**config.mk**
```make
export PLATFORM = sky130hd
export DESIGN_NAME = hid2ps2_stream_flat
export DESIGN_NICKNAME = d
export VERILOG_FILES = /design/src/rtl/hid2ps2_pkg.sv /design/src/rtl/hid2ps2_stream_if.sv /design/src/rtl/hid2ps2_lut.sv /design/src/rtl/hid2ps2_stream.sv /design/src/flat_wrapper.sv
export SDC_FILE = /design/constraint.sdc
export NUM_CORES = 1
export LEC_CHECK = 0
export ABC_AREA = 1
export BUFFER_PORTS_ARGS = -buffer_cell sky130_fd_sc_hd__clkbuf_2
export CORE_UTILIZATION = 30
export DETAILED_ROUTE_END_ITERATION = 12
export HOLD_SLACK_MARGIN = 0.12
export PLACE_DENSITY = 0.41
export SLEW_MARGIN = 0
export SYNTH_ARGS = -nofsm -noshare
export SYNTH_HDL_FRONTEND = slang
export SYNTH_SLANG_ARGS = --single-unit
```
**constraint.sdc**
```tcl
create_clock -name clk -period 3.4 [get_ports clk]
set_input_delay 0.17 -clock clk [delete_from_list [all_inputs] [get_ports clk]]
set_output_delay 0.17 -clock clk [all_outputs]
set_load 0.05 [all_outputs]
```
**src/rtl/hid2ps2_pkg.sv**
```systemverilog
// Shared types and byte constants for the HID boot-report to PS/2 Set-2 streamer.
package hid2ps2_pkg;

  typedef enum logic [2:0] {
    IDLE,
    SCAN,
    LOOKUP,
    EMIT_E0,
    EMIT_F0,
    EMIT_CODE
  } state_t;

  localparam logic [7:0] PS2_EXT      = 8'hE0;
  localparam logic [7:0] PS2_BRK      = 8'hF0;
  localparam logic [7:0] HID_ROLLOVER = 8'h01;
  localparam logic [7:0] HID_MOD_BASE = 8'hE0;

endpackage

```
**src/rtl/hid2ps2_stream_if.sv**
```systemverilog
// Report-in / PS/2-byte-out handshake bundle; slave is the converter, master the surroundings.
interface hid2ps2_stream_if #(
  parameter int NUM_KEYS = 6
) ();
  logic                  rpt_valid;
  logic                  rpt_ready;
  logic [7:0]            rpt_mod;
  logic [8*NUM_KEYS-1:0] rpt_keys;
  logic                  ps2_valid;
  logic                  ps2_ready;
  logic [7:0]            ps2_data;
  logic                  busy;

  modport slave  (input  rpt_valid, rpt_mod, rpt_keys, ps2_ready,
                  output rpt_ready, ps2_valid, ps2_data, busy);
  modport master (output rpt_valid, rpt_mod, rpt_keys, ps2_ready,
                  input  rpt_ready, ps2_valid, ps2_data, busy);
endinterface

```
**src/rtl/hid2ps2_lut.sv**
```systemverilog
// Registered USB usage -> PS/2 Set-2 ROM. bit8 = needs E0 prefix, 9'h000 = no mapping.
module hid2ps2_lut (
  input  logic       clk,
  input  logic [7:0] usb,
  output logic [8:0] ps2
);

  function automatic logic [8:0] rom(input logic [7:0] u);
    case (u)
      8'h04: rom = 9'h01C; 8'h05: rom = 9'h032; 8'h06: rom = 9'h021; 8'h07: rom = 9'h023;
      8'h08: rom = 9'h024; 8'h09: rom = 9'h02B; 8'h0A: rom = 9'h034; 8'h0B: rom = 9'h033;
      8'h0C: rom = 9'h043; 8'h0D: rom = 9'h03B; 8'h0E: rom = 9'h042; 8'h0F: rom = 9'h04B;
      8'h10: rom = 9'h03A; 8'h11: rom = 9'h031; 8'h12: rom = 9'h044; 8'h13: rom = 9'h04D;
      8'h14: rom = 9'h015; 8'h15: rom = 9'h02D; 8'h16: rom = 9'h01B; 8'h17: rom = 9'h02C;
      8'h18: rom = 9'h03C; 8'h19: rom = 9'h02A; 8'h1A: rom = 9'h01D; 8'h1B: rom = 9'h022;
      8'h1C: rom = 9'h035; 8'h1D: rom = 9'h01A; 8'h1E: rom = 9'h016; 8'h1F: rom = 9'h01E;
      8'h20: rom = 9'h026; 8'h21: rom = 9'h025; 8'h22: rom = 9'h02E; 8'h23: rom = 9'h036;
      8'h24: rom = 9'h03D; 8'h25: rom = 9'h03E; 8'h26: rom = 9'h046; 8'h27: rom = 9'h045;
      8'h28: rom = 9'h05A; 8'h29: rom = 9'h076; 8'h2A: rom = 9'h066; 8'h2B: rom = 9'h00D;
      8'h2C: rom = 9'h029; 8'h2D: rom = 9'h04E; 8'h2E: rom = 9'h055; 8'h2F: rom = 9'h054;
      8'h30: rom = 9'h05B; 8'h31: rom = 9'h05D; 8'h32: rom = 9'h05D; 8'h33: rom = 9'h04C;
      8'h34: rom = 9'h052; 8'h35: rom = 9'h00E; 8'h36: rom = 9'h041; 8'h37: rom = 9'h049;
      8'h38: rom = 9'h04A; 8'h39: rom = 9'h058; 8'h3A: rom = 9'h005; 8'h3B: rom = 9'h006;
      8'h3C: rom = 9'h004; 8'h3D: rom = 9'h00C; 8'h3E: rom = 9'h003; 8'h3F: rom = 9'h00B;
      8'h40: rom = 9'h083; 8'h41: rom = 9'h00A; 8'h42: rom = 9'h001; 8'h43: rom = 9'h009;
      8'h44: rom = 9'h078; 8'h45: rom = 9'h007; 8'h46: rom = 9'h17C; 8'h47: rom = 9'h07E;
      8'h49: rom = 9'h170; 8'h4A: rom = 9'h16C; 8'h4B: rom = 9'h17D; 8'h4C: rom = 9'h171;
      8'h4D: rom = 9'h169; 8'h4E: rom = 9'h17A; 8'h4F: rom = 9'h174; 8'h50: rom = 9'h16B;
      8'h51: rom = 9'h172; 8'h52: rom = 9'h175; 8'h53: rom = 9'h077; 8'h54: rom = 9'h14A;
      8'h55: rom = 9'h07C; 8'h56: rom = 9'h07B; 8'h57: rom = 9'h079; 8'h58: rom = 9'h15A;
      8'h59: rom = 9'h069; 8'h5A: rom = 9'h072; 8'h5B: rom = 9'h07A; 8'h5C: rom = 9'h06B;
      8'h5D: rom = 9'h073; 8'h5E: rom = 9'h074; 8'h5F: rom = 9'h06C; 8'h60: rom = 9'h075;
      8'h61: rom = 9'h07D; 8'h62: rom = 9'h070; 8'h63: rom = 9'h071; 8'h64: rom = 9'h061;
      8'h65: rom = 9'h12F;
      8'hE0: rom = 9'h014; 8'hE1: rom = 9'h012; 8'hE2: rom = 9'h011; 8'hE3: rom = 9'h11F;
      8'hE4: rom = 9'h114; 8'hE5: rom = 9'h059; 8'hE6: rom = 9'h111; 8'hE7: rom = 9'h127;
      default: rom = 9'h000; // Pause (48) and everything else: no single-code mapping
    endcase
  endfunction

  always_ff @(posedge clk) ps2 <= rom(usb);

endmodule

```
**src/rtl/hid2ps2_stream.sv**
```systemverilog
// Diffs successive HID boot reports and streams the resulting Set-2 make/break bytes.
module hid2ps2_stream
  import hid2ps2_pkg::*;
#(
  parameter int NUM_KEYS    = 6,
  parameter int BREAK_FIRST = 1
) (
  input  logic             clk,
  input  logic             reset_n,
  hid2ps2_stream_if.slave  bus
);

  localparam int   NIDX = 8 + NUM_KEYS;
  localparam int   IW   = $clog2(NIDX);
  localparam logic BF   = (BREAK_FIRST != 0);

  state_t                     state, state_d;
  logic                       brk;
  logic [IW-1:0]              idx, slot;
  logic [7:0]                 cur_mod, prev_mod;
  logic [NUM_KEYS-1:0][7:0]   cur_keys, prev_keys;
  logic [NUM_KEYS-1:0]        brk_ev, mk_ev;
  logic [NIDX-1:0]            ev_vec;
  logic                       ev, adv, accept, rollover, last, second;
  logic [7:0]                 usb;
  logic [8:0]                 code;

  // A slot counts only if its usage is absent from the other report and not repeated earlier in its own.
  for (genvar k = 0; k < NUM_KEYS; k++) begin : g_slot
    logic b_ev, m_ev;
    always_comb begin
      b_ev = (prev_keys[k] != 8'h00);
      m_ev = (cur_keys[k] != 8'h00);
      for (int j = 0; j < NUM_KEYS; j++) begin
        if (cur_keys[j] == prev_keys[k]) b_ev = 1'b0;
        if (prev_keys[j] == cur_keys[k]) m_ev = 1'b0;
        if (j < k && prev_keys[j] == prev_keys[k]) b_ev = 1'b0;
        if (j < k && cur_keys[j] == cur_keys[k]) m_ev = 1'b0;
      end
    end
    assign brk_ev[k] = b_ev;
    assign mk_ev[k]  = m_ev;
  end

  always_comb begin
    rollover = 1'b0;
    for (int k = 0; k < NUM_KEYS; k++)
      if (bus.rpt_keys[8*k +: 8] == HID_ROLLOVER) rollover = 1'b1;
  end

  assign ev_vec = brk ? {brk_ev, prev_mod & ~cur_mod} : {mk_ev, cur_mod & ~prev_mod};
  assign ev     = ev_vec[idx];
  assign last   = (idx == IW'(NIDX - 1));
  assign second = (brk != BF);
  assign slot   = idx - IW'(8);
  assign usb    = (idx < IW'(8)) ? (HID_MOD_BASE | {5'b0, idx[2:0]})
                                 : (brk ? prev_keys[slot] : cur_keys[slot]);

  hid2ps2_lut u_lut (.clk(clk), .usb(usb), .ps2(code));

  always_comb begin
    state_d = state;
    adv     = 1'b0;
    accept  = 1'b0;
    case (state)
      IDLE:      if (bus.rpt_valid) begin
                   accept = 1'b1;
                   if (!rollover) state_d = SCAN;
                 end
      SCAN:      if (ev) state_d = LOOKUP;
                 else    adv     = 1'b1;
      LOOKUP:    if (code == 9'h000) adv     = 1'b1;
                 else if (code[8])   state_d = EMIT_E0;
                 else if (brk)       state_d = EMIT_F0;
                 else                state_d = EMIT_CODE;
      EMIT_E0:   if (bus.ps2_ready) state_d = brk ? EMIT_F0 : EMIT_CODE;
      EMIT_F0:   if (bus.ps2_ready) state_d = EMIT_CODE;
      EMIT_CODE: if (bus.ps2_ready) adv = 1'b1;
      default:   state_d = IDLE;
    endcase
    if (adv) state_d = (last && second) ? IDLE : SCAN;
  end

  always_ff @(posedge clk) begin
    if (!reset_n) begin
      state     <= IDLE;
      brk       <= BF;
      idx       <= '0;
      cur_mod   <= '0;
      cur_keys  <= '0;
      prev_mod  <= '0;
      prev_keys <= '0;
    end else begin
      state <= state_d;
      if (accept) begin
        cur_mod  <= bus.rpt_mod;
        cur_keys <= bus.rpt_keys;
        idx      <= '0;
        brk      <= BF;
      end
      if (adv) begin
        if (last) begin
          idx <= '0;
          if (second) begin
            prev_mod  <= cur_mod;
            prev_keys <= cur_keys;
          end else begin
            brk <= ~brk;
          end
        end else begin
          idx <= idx + IW'(1);
        end
      end
    end
  end

  always_comb begin
    case (state)
      EMIT_E0:   bus.ps2_data = PS2_EXT;
      EMIT_F0:   bus.ps2_data = PS2_BRK;
      EMIT_CODE: bus.ps2_data = code[7:0];
      default:   bus.ps2_data = 8'h00;
    endcase
  end

  // Outputs depend on state only, so ps2_ready never reaches ps2_valid combinationally.
  assign bus.ps2_valid = (state == EMIT_E0) || (state == EMIT_F0) || (state == EMIT_CODE);
  assign bus.rpt_ready = (state == IDLE) && reset_n;
  assign bus.busy      = (state != IDLE);

endmodule

```
**src/flat_wrapper.sv**
```systemverilog
// flat-port wrapper written by rule: the top's interface ports become plain ports
module hid2ps2_stream_flat import hid2ps2_pkg::*;
#(
  parameter int NUM_KEYS    = 6,
  parameter int BREAK_FIRST = 1
)
  (clk, reset_n, bus_rpt_valid, bus_rpt_mod, bus_rpt_keys, bus_ps2_ready, bus_rpt_ready, bus_ps2_valid, bus_ps2_data, bus_busy);
  hid2ps2_stream_if #(.NUM_KEYS(NUM_KEYS)) bus_i ();
  input  logic clk;
  input  logic reset_n;
  input wire logic [$bits(bus_i.rpt_valid)-1:0] bus_rpt_valid;
  input wire logic [$bits(bus_i.rpt_mod)-1:0] bus_rpt_mod;
  input wire logic [$bits(bus_i.rpt_keys)-1:0] bus_rpt_keys;
  input wire logic [$bits(bus_i.ps2_ready)-1:0] bus_ps2_ready;
  output wire logic [$bits(bus_i.rpt_ready)-1:0] bus_rpt_ready;
  output wire logic [$bits(bus_i.ps2_valid)-1:0] bus_ps2_valid;
  output wire logic [$bits(bus_i.ps2_data)-1:0] bus_ps2_data;
  output wire logic [$bits(bus_i.busy)-1:0] bus_busy;
  assign bus_i.rpt_valid = bus_rpt_valid;
  assign bus_i.rpt_mod = bus_rpt_mod;
  assign bus_i.rpt_keys = bus_rpt_keys;
  assign bus_i.ps2_ready = bus_ps2_ready;
  assign bus_rpt_ready = bus_i.rpt_ready;
  assign bus_ps2_valid = bus_i.ps2_valid;
  assign bus_ps2_data = bus_i.ps2_data;
  assign bus_busy = bus_i.busy;
  hid2ps2_stream #(.NUM_KEYS(NUM_KEYS), .BREAK_FIRST(BREAK_FIRST)) u_core (.clk(clk), .reset_n(reset_n), .bus(bus_i));
endmodule
```
# Word-level counts from Yosys, hierarchy flattened
# Memory sizes are Yosys's and may differ from the RTL's. A register that Yosys moved wholly into a read port is not among the register bits.
# Cells that the tools add are included.
# word_totals
out_inout_bits	11
elab_cells	313
memories	1
ff_bits	120
in_bits	60
mem_bits_ro	2304
# memory_table
memory	words	word_bits	rd	rd_clocked_by_memory_dff	wr	line_no	source
(no name shown)	256	9	1	1	0	hid2ps2_lut.sv:9	case (u)
# op_classes
eq_ne	121
bitwise_logic	5
add_sub_neg	2
muxes	142
reduce_logical	22
order_cmp	3
# ops
cell	count
equality test 8 bit	102
two-way mux 1 bit	120
nonzero test 8 bit	12
binary-select mux 8 bit (select 3 bit)	2
equality test 8 x 1 -> 1 bit (second input constant)	6
two-way mux 8 bit	4
two-way mux 3 bit	8
case mux 8 bit (3 select lines)	1
case mux 3 bit (6 select lines)	1
bitwise AND 8 bit	2
inverter 8 bit	2
!= test 3 x 2 -> 1 bit (second input constant)	5
two-way mux 14 bit	1
two-way mux 4 bit	3
logical NOT 9 bit	1
< comparator 4 bit (second input constant)	2
AND reduction 7 bit	1
equality test 3 x 2 -> 1 bit (second input constant)	2
equality test 3 bit (second input constant)	2
< comparator 4 x 5 -> 1 bit (second input constant)	1
adder 4 x 1 -> 4 bit (second input constant)	1
binary-select mux 1 bit (select 4 bit)	1
equality test 4 bit (second input constant)	1
subtractor 4 bit (second input constant)	1
other kinds (11)	13

# Logic depth before layout (Yosys ltp)
# logic_depth
ltp_word	19
ltp_mapped	24
depth_no_buf	21

# Modules after synthesis
# Synthesis repeated with hierarchy kept, for this count alone.
# hier_totals
cells_unflattened	2724
hier_area_um2	15566.2
# modules_own_cells
module	area_each_um2	seq_area_each_um2	instances	cells_per_inst
hid2ps2_stream	13965.9	2402.3	1	2416
hid2ps2_lut	1600.3	180.2	1	308

# Least setup slack after synthesis
# OpenSTA, ideal clock, no wires.
# synth_timing
path_kind	register -> register
from	register u_core.idx[0]
to	register u_core.u_lut.ps2[1]
t_arrival_ns	2.622
setup_ns	0.120
n_path_buf	1
path_stages_with_launch	19
path_slack_ns	0.658
synth_period_minus_slack_ns	2.742
t_required_ns	3.280
path_cell_list	dfxtp_1 -> inv_2 -> clkbuf_1 -> a21oi_1 -> o21ai_0 -> nand3_1 -> nand2_1 -> inv_1 -> o211ai_1 -> inv_2 -> ha_1 -> nand2_1 -> inv_1 -> nor2_1 -> nand2_1 -> a211oi_1 -> nand2_1 -> nand3_1 -> nand3_1
# synth_between
elab_chain_len	5
elab_cells_between_ends	8
classes_between	add/sub: 1; order compare: 1; mux: 6
# synth_lines
item	line_no	source
start, declared	hid2ps2_stream.sv:19	logic [IW-1:0] idx, slot;
start signal, assigned	hid2ps2_stream.sv:111	idx <= idx + IW'(1);
subtractor 4 bit	hid2ps2_stream.sv:55	assign slot = idx - IW'(8);
binary-select mux 8 bit (select 3 bit)	hid2ps2_stream.sv:57	: (brk ? prev_keys[slot] : cur_keys[slot]);
two-way mux 8 bit (implied by the code)	hid2ps2_stream.sv:57	
two-way mux 8 bit	hid2ps2_stream.sv:57	
two-way mux 8 bit (*)	hid2ps2_stream.sv:56	assign usb = (idx < IW'(8)) ? (HID_MOD_BASE | {5'b0, idx[2:0]})
end, declared	hid2ps2_lut.sv:5	output logic [8:0] ps2
# Every way passes the cells marked *; elsewhere a longest branch is shown, timed or not. The select of a mux whose other input is x is not followed.
# A chain may end at the register's enable or synchronous reset.

# Worst setup path in the final report
# layout_timing
from	register u_core.prev_keys[24] in the netlist's numbering
to	register u_core.prev_keys[26] in the netlist's numbering
# layout_between
elab_chain_len	16
elab_cells_between_ends	61
classes_between	eq/ne: 17; mux: 42; reduce/logical: 2
# layout_lines
item	line_no	source
start, declared	hid2ps2_stream.sv:21	logic [NUM_KEYS-1:0][7:0] cur_keys, prev_keys;
start signal, assigned	hid2ps2_stream.sv:106	prev_keys <= cur_keys;
equality test 8 bit or nonzero test 8 bit (tied branches)	hid2ps2_stream.sv:35, hid2ps2_stream.sv:36, hid2ps2_stream.sv:32	
two-way mux 1 bit	hid2ps2_stream.sv:35	if (cur_keys[j] == prev_keys[k]) b_ev = 1'b0;
two-way mux 1 bit	hid2ps2_stream.sv:37	if (j < k && prev_keys[j] == prev_keys[k]) b_ev = 1'b0;
two-way mux 1 bit	hid2ps2_stream.sv:35	
two-way mux 1 bit	hid2ps2_stream.sv:37	
two-way mux 1 bit	hid2ps2_stream.sv:35	
two-way mux 1 bit	hid2ps2_stream.sv:37	
two-way mux 1 bit (3 in a row)	hid2ps2_stream.sv:35	
two-way mux 14 bit (*)	hid2ps2_stream.sv:51	assign ev_vec = brk ? {brk_ev, prev_mod & ~cur_mod} : {mk_ev, cur_mod & ~prev_mod};
binary-select mux 1 bit (select 4 bit) (*)	hid2ps2_stream.sv:52	assign ev = ev_vec[idx];
two-way mux 1 bit (implied by the code) (*)	hid2ps2_stream.sv:52	
two-way mux 1 bit (*)	hid2ps2_stream.sv:70	SCAN: if (ev) state_d = LOOKUP;
case mux 1 bit (3 select lines) (*)	hid2ps2_stream.sv:65	case (state)
AND reduction 3 bit (no source line) (*)	--	
# Marked as above.

==> results.py <==
metrics = {
    "finish": {
        "antennaDiodeCount": 0,
        "drive_gt1_share_pct": 14.1,
        "final_common_cell": "nand2_1",
        "design_area_um2": 18300,
        "most-common-layout-cells": "nand2_1 (947), nor2_1 (236), xnor2_1 (207), buf_4 (178), a21oi_1 (153)",
        "layout.nets": 2892,
        "area_growth_pct": 16.3,
    },
    "critical_path": {
        "critical_path_class": "reg2reg",
        "critPathMaxFanout": 22,
        "required_ps": 3720,
        "crit_chain": "buf_4, xnor2_1, nand2_1, nor2_1, nand2_1, nand2_1, nor2_1, nand2_1, nand2_1, nand2_1, nand3_1, nand2_1, nand2_1, nand3_2, nand2_4, nand2_4, nand2_4, buf_12, nand2_1, a21oi_1",
        "arrival_ps": 3620,
        "reg2reg_from": "u_core.prev_keys[24]",
        "crit_top_cell": "nand2_1",
        "endpoint_kind": "flip-flop",
        "ff2ff_setup_slack_ps": 110,
        "cpPeakStageDelay_ps": 730,
        "rr_endpoint": "u_core.prev_keys[26]",
        "reg2reg_depth": 20,
        "crit_family": "simple AND/OR/NAND/NOR gates",
        "critical_path_buf_inv_count": 2,
        "crit_slowest_cell": "dfxtp_1",
        "cp-start-kind": "flip-flop",
    },
    "min_path": {
        "hold_path_end": "u_core.brk",
        "hp-class": "in2reg",
        "hold_start": "reset_n",
        "hold-path-cell-count": 3,
    },
    "power_and_ir_drop": {
        "p_leak_nw": 7.93,
        "power_frac_seq_pct": 17.1,
        "p_per_area_nw_per_um2": 621,
        "power.switching_w": 0.00614,
        "pwr-share-comb_pct": 65.0,
        "irDropWorstVdd_v": 0.000419,
        "sw_frac_of_total_pct": 54.2,
        "intPower_w": 0.00519,
        "p_clk_share_pct": 17.8,
    },
    "clocking": {
        "clkSinkCount": 129,
        "numCtsBuffers": 17,
        "ctsHtreeMaxLevel": 4,
        "clk_path_buf_depth": 2,
        "clk_pin_slew_ps": 70,
        "cts_tree": "built",
        "postCtsSetupBuffers": 0,
        "clock_tree.root_cell": "clkbuf_16",
        "clkLatencyLatePin_ps": 480,
    },
    "timing": {
        "setup_violations": 0,
        "hold_viol": 0,
        "skew_ps": 18.0,
        "fmax_ghz": 0.304,
        "slew_violations": 0,
        "worst_pin_slew_ps": 1090,
        "fin_crit_sh_pct": 96.9,
        "timing.setup.tns_ps": 0,
        "grt_setup_unrepaired": "false",
        "fin_crit_ps": 3290,
        "max_slew_margin_pct": 26.4,
    },
    "outcome": {
        "status": "complete, no violations",
    },
    "global_routing": {
        "grt.overflow.total": 0,
        "grt_pass1_vias": 18239,
        "antenna_found_initial": 0,
        "grt_pass1_wl_mm": 127,
        "gr-usage-all-layers_pct": 32.8,
        "grt_start_max_net_pins": 61,
    },
    "detailed_routing": {
        "drc": 0,
        "wl_met1_mm": 37.2,
        "via_per_inst": 5.54,
        "routedWlPerCell_um": 25.1,
        "wl_met2_mm": 39.4,
        "top_layer": "met4",
        "drt_iter0_drc": 2220,
        "postRouteAntennaNets": 0,
        "num_vias": 19464,
        "first_pass_iters": 6,
        "wl_mm": 88.2,
        "wl_met3_mm": 6.76,
    },
    "yosys": {
        "ys_types": 56,
        "synth-seq-cells": 129,
        "async_flop_share_pct": 0,
        "seq_area_frac_synth_pct": 16.5,
        "syn_avg_cell_area_um2": 5.82,
        "synth-edff-count": 0,
        "syn_nets": 2768,
        "synth_ff_type": "dfxtp_1",
        "ys_warn_count": 0,
        "synth_area_um2": 15700,
        "synthCells": 2695,
    },
    "placed_design": {
        "gp_congestion": 1.01,
        "dpl.hpwl_mm": 65.3,
        "placed_cell_area_um2": 17100,
        "portBuffers": 70,
    },
    "floorplanning": {
        "die_y_um": 231,
        "core_um2": 51500,
        "ios": 71,
        "die-area_um2": 53200,
        "die_x_um": 231,
        "start_util_pct": 30.5,
        "num_rows": 83,
    },
    "job": {
        "max_cap_violations": 0,
    },
}
[how the worst max path moves through the flow]
| stage | endpoint | from | cells past startpoint |
|---|---|---|---|
| 6_report | u_core.prev_keys[26] | u_core.prev_keys[24] | 20 |
| 3_5_place_dp | u_core.prev_keys[12] | u_core.prev_keys[29] | 21 |
| 2_1_floorplan | u_core.u_lut.ps2[1] | u_core.idx[0] | 18 |
| 3_3_place_gp | u_core.u_lut.ps2[5] | u_core.idx[2] | 16 |
| 4_1_cts | u_core.prev_keys[20] | u_core.prev_keys[29] | 21 |
| 5_1_grt | u_core.prev_keys[12] | u_core.prev_keys[24] | 21 |
[synth_stat cells, drive strengths merged, types with 6 or more instances]
master	count	area, um2
a21oi	184	1040
nor4	20	125
o22ai	11	75.1
clkbuf	38	149
o211ai	7	52.6
o21ai	131	656
buf	171	1210
dfxtp	129	2580
xnor2	207	1810
nand3	136	686
inv	173	649
nor2	239	902
ha	13	163
o311ai	6	52.6
nand2	982	3790
nor3	9	50.1
xor2	57	499
nand4	140	882
[state kept, by name, indices dropped and copies added (netlist names)]
name / cells
u_core.cur_keys: 48
u_core.idx: 4
u_core.u_lut.ps2: 9
u_core.state: 3
u_core.cur_mod: 8
u_core.brk: 1
u_core.prev_keys: 48
u_core.prev_mod: 8
[cell type report]
class | count | area [um2]
clock inverter | 13 | 164
timing repair buffer | 314 | 2430
tap | 680 | 851
sequential | 129 | 2590
fill | 5756 | 33300
inverter | 175 | 658
multi-input combinational | 2182 | 11100
clock buffer | 19 | 453
[per-stage QoR]
step	hold WS, ps	utilization [%]	setup slack, ps	total power [W]	cells
4_1_cts	236	35.4	78.4	0.0112	3512
6_report	286	35.4	105	0.0113	3512
2_1_floorplan	328	-	658	0.00652	2695
5_1_grt	327	35.4	10.7	0.0119	3512
3_5_place_dp	467	33.1	106	0.00910	3422
3_3_place_gp	461	33.1	0.299	0.00910	3422
[kinds of logic (layout without fill, tap and decap cells)]
family | count (synthesis) | in the layout | synth area share [%]
simple gates | 1537 | 1537 | 41.5
buf+inv | 384 | 521 | 12.9
compound gates | 368 | 368 | 13.4
xor+xnor | 264 | 264 | 14.7
flops | 129 | 129 | 16.5
fa+ha+maj | 13 | 13 | 1.04
[repair_timing]
item                       in CTS  in global routing
gates resized for setup         0                  3
setup endpoints to repair       0                 60
hold buffers                   58                  0
hold endpoints to repair       58                  0
[routing by layer]
metal | vias up | track usage (%)
met1 | 9272 | 43.1
met4 | 0 | 17.4
met5 | - | 0
met2 | 1026 | 51.8
met3 | 226 | 4.61
li1 | 8940 | -
[power groups by stage]
stage | clock [W] | sequential, W | combinational, W
after global routing | 0.00212 | 0.00197 | 0.00784
after CTS | 0.00208 | 0.00194 | 0.00721
after detailed placement | 0 | 0.00197 | 0.00713
after global placement | 0 | 0.00197 | 0.00714
after floorplan | 0 | 0.00194 | 0.00458
final | 0.00202 | 0.00194 | 0.00737
[worst min-delay path: stages]
cell      delay [ps]
clkbuf_2          90
buf_4            310
nand3_1          150
Power figures use the tool's default switching activity.
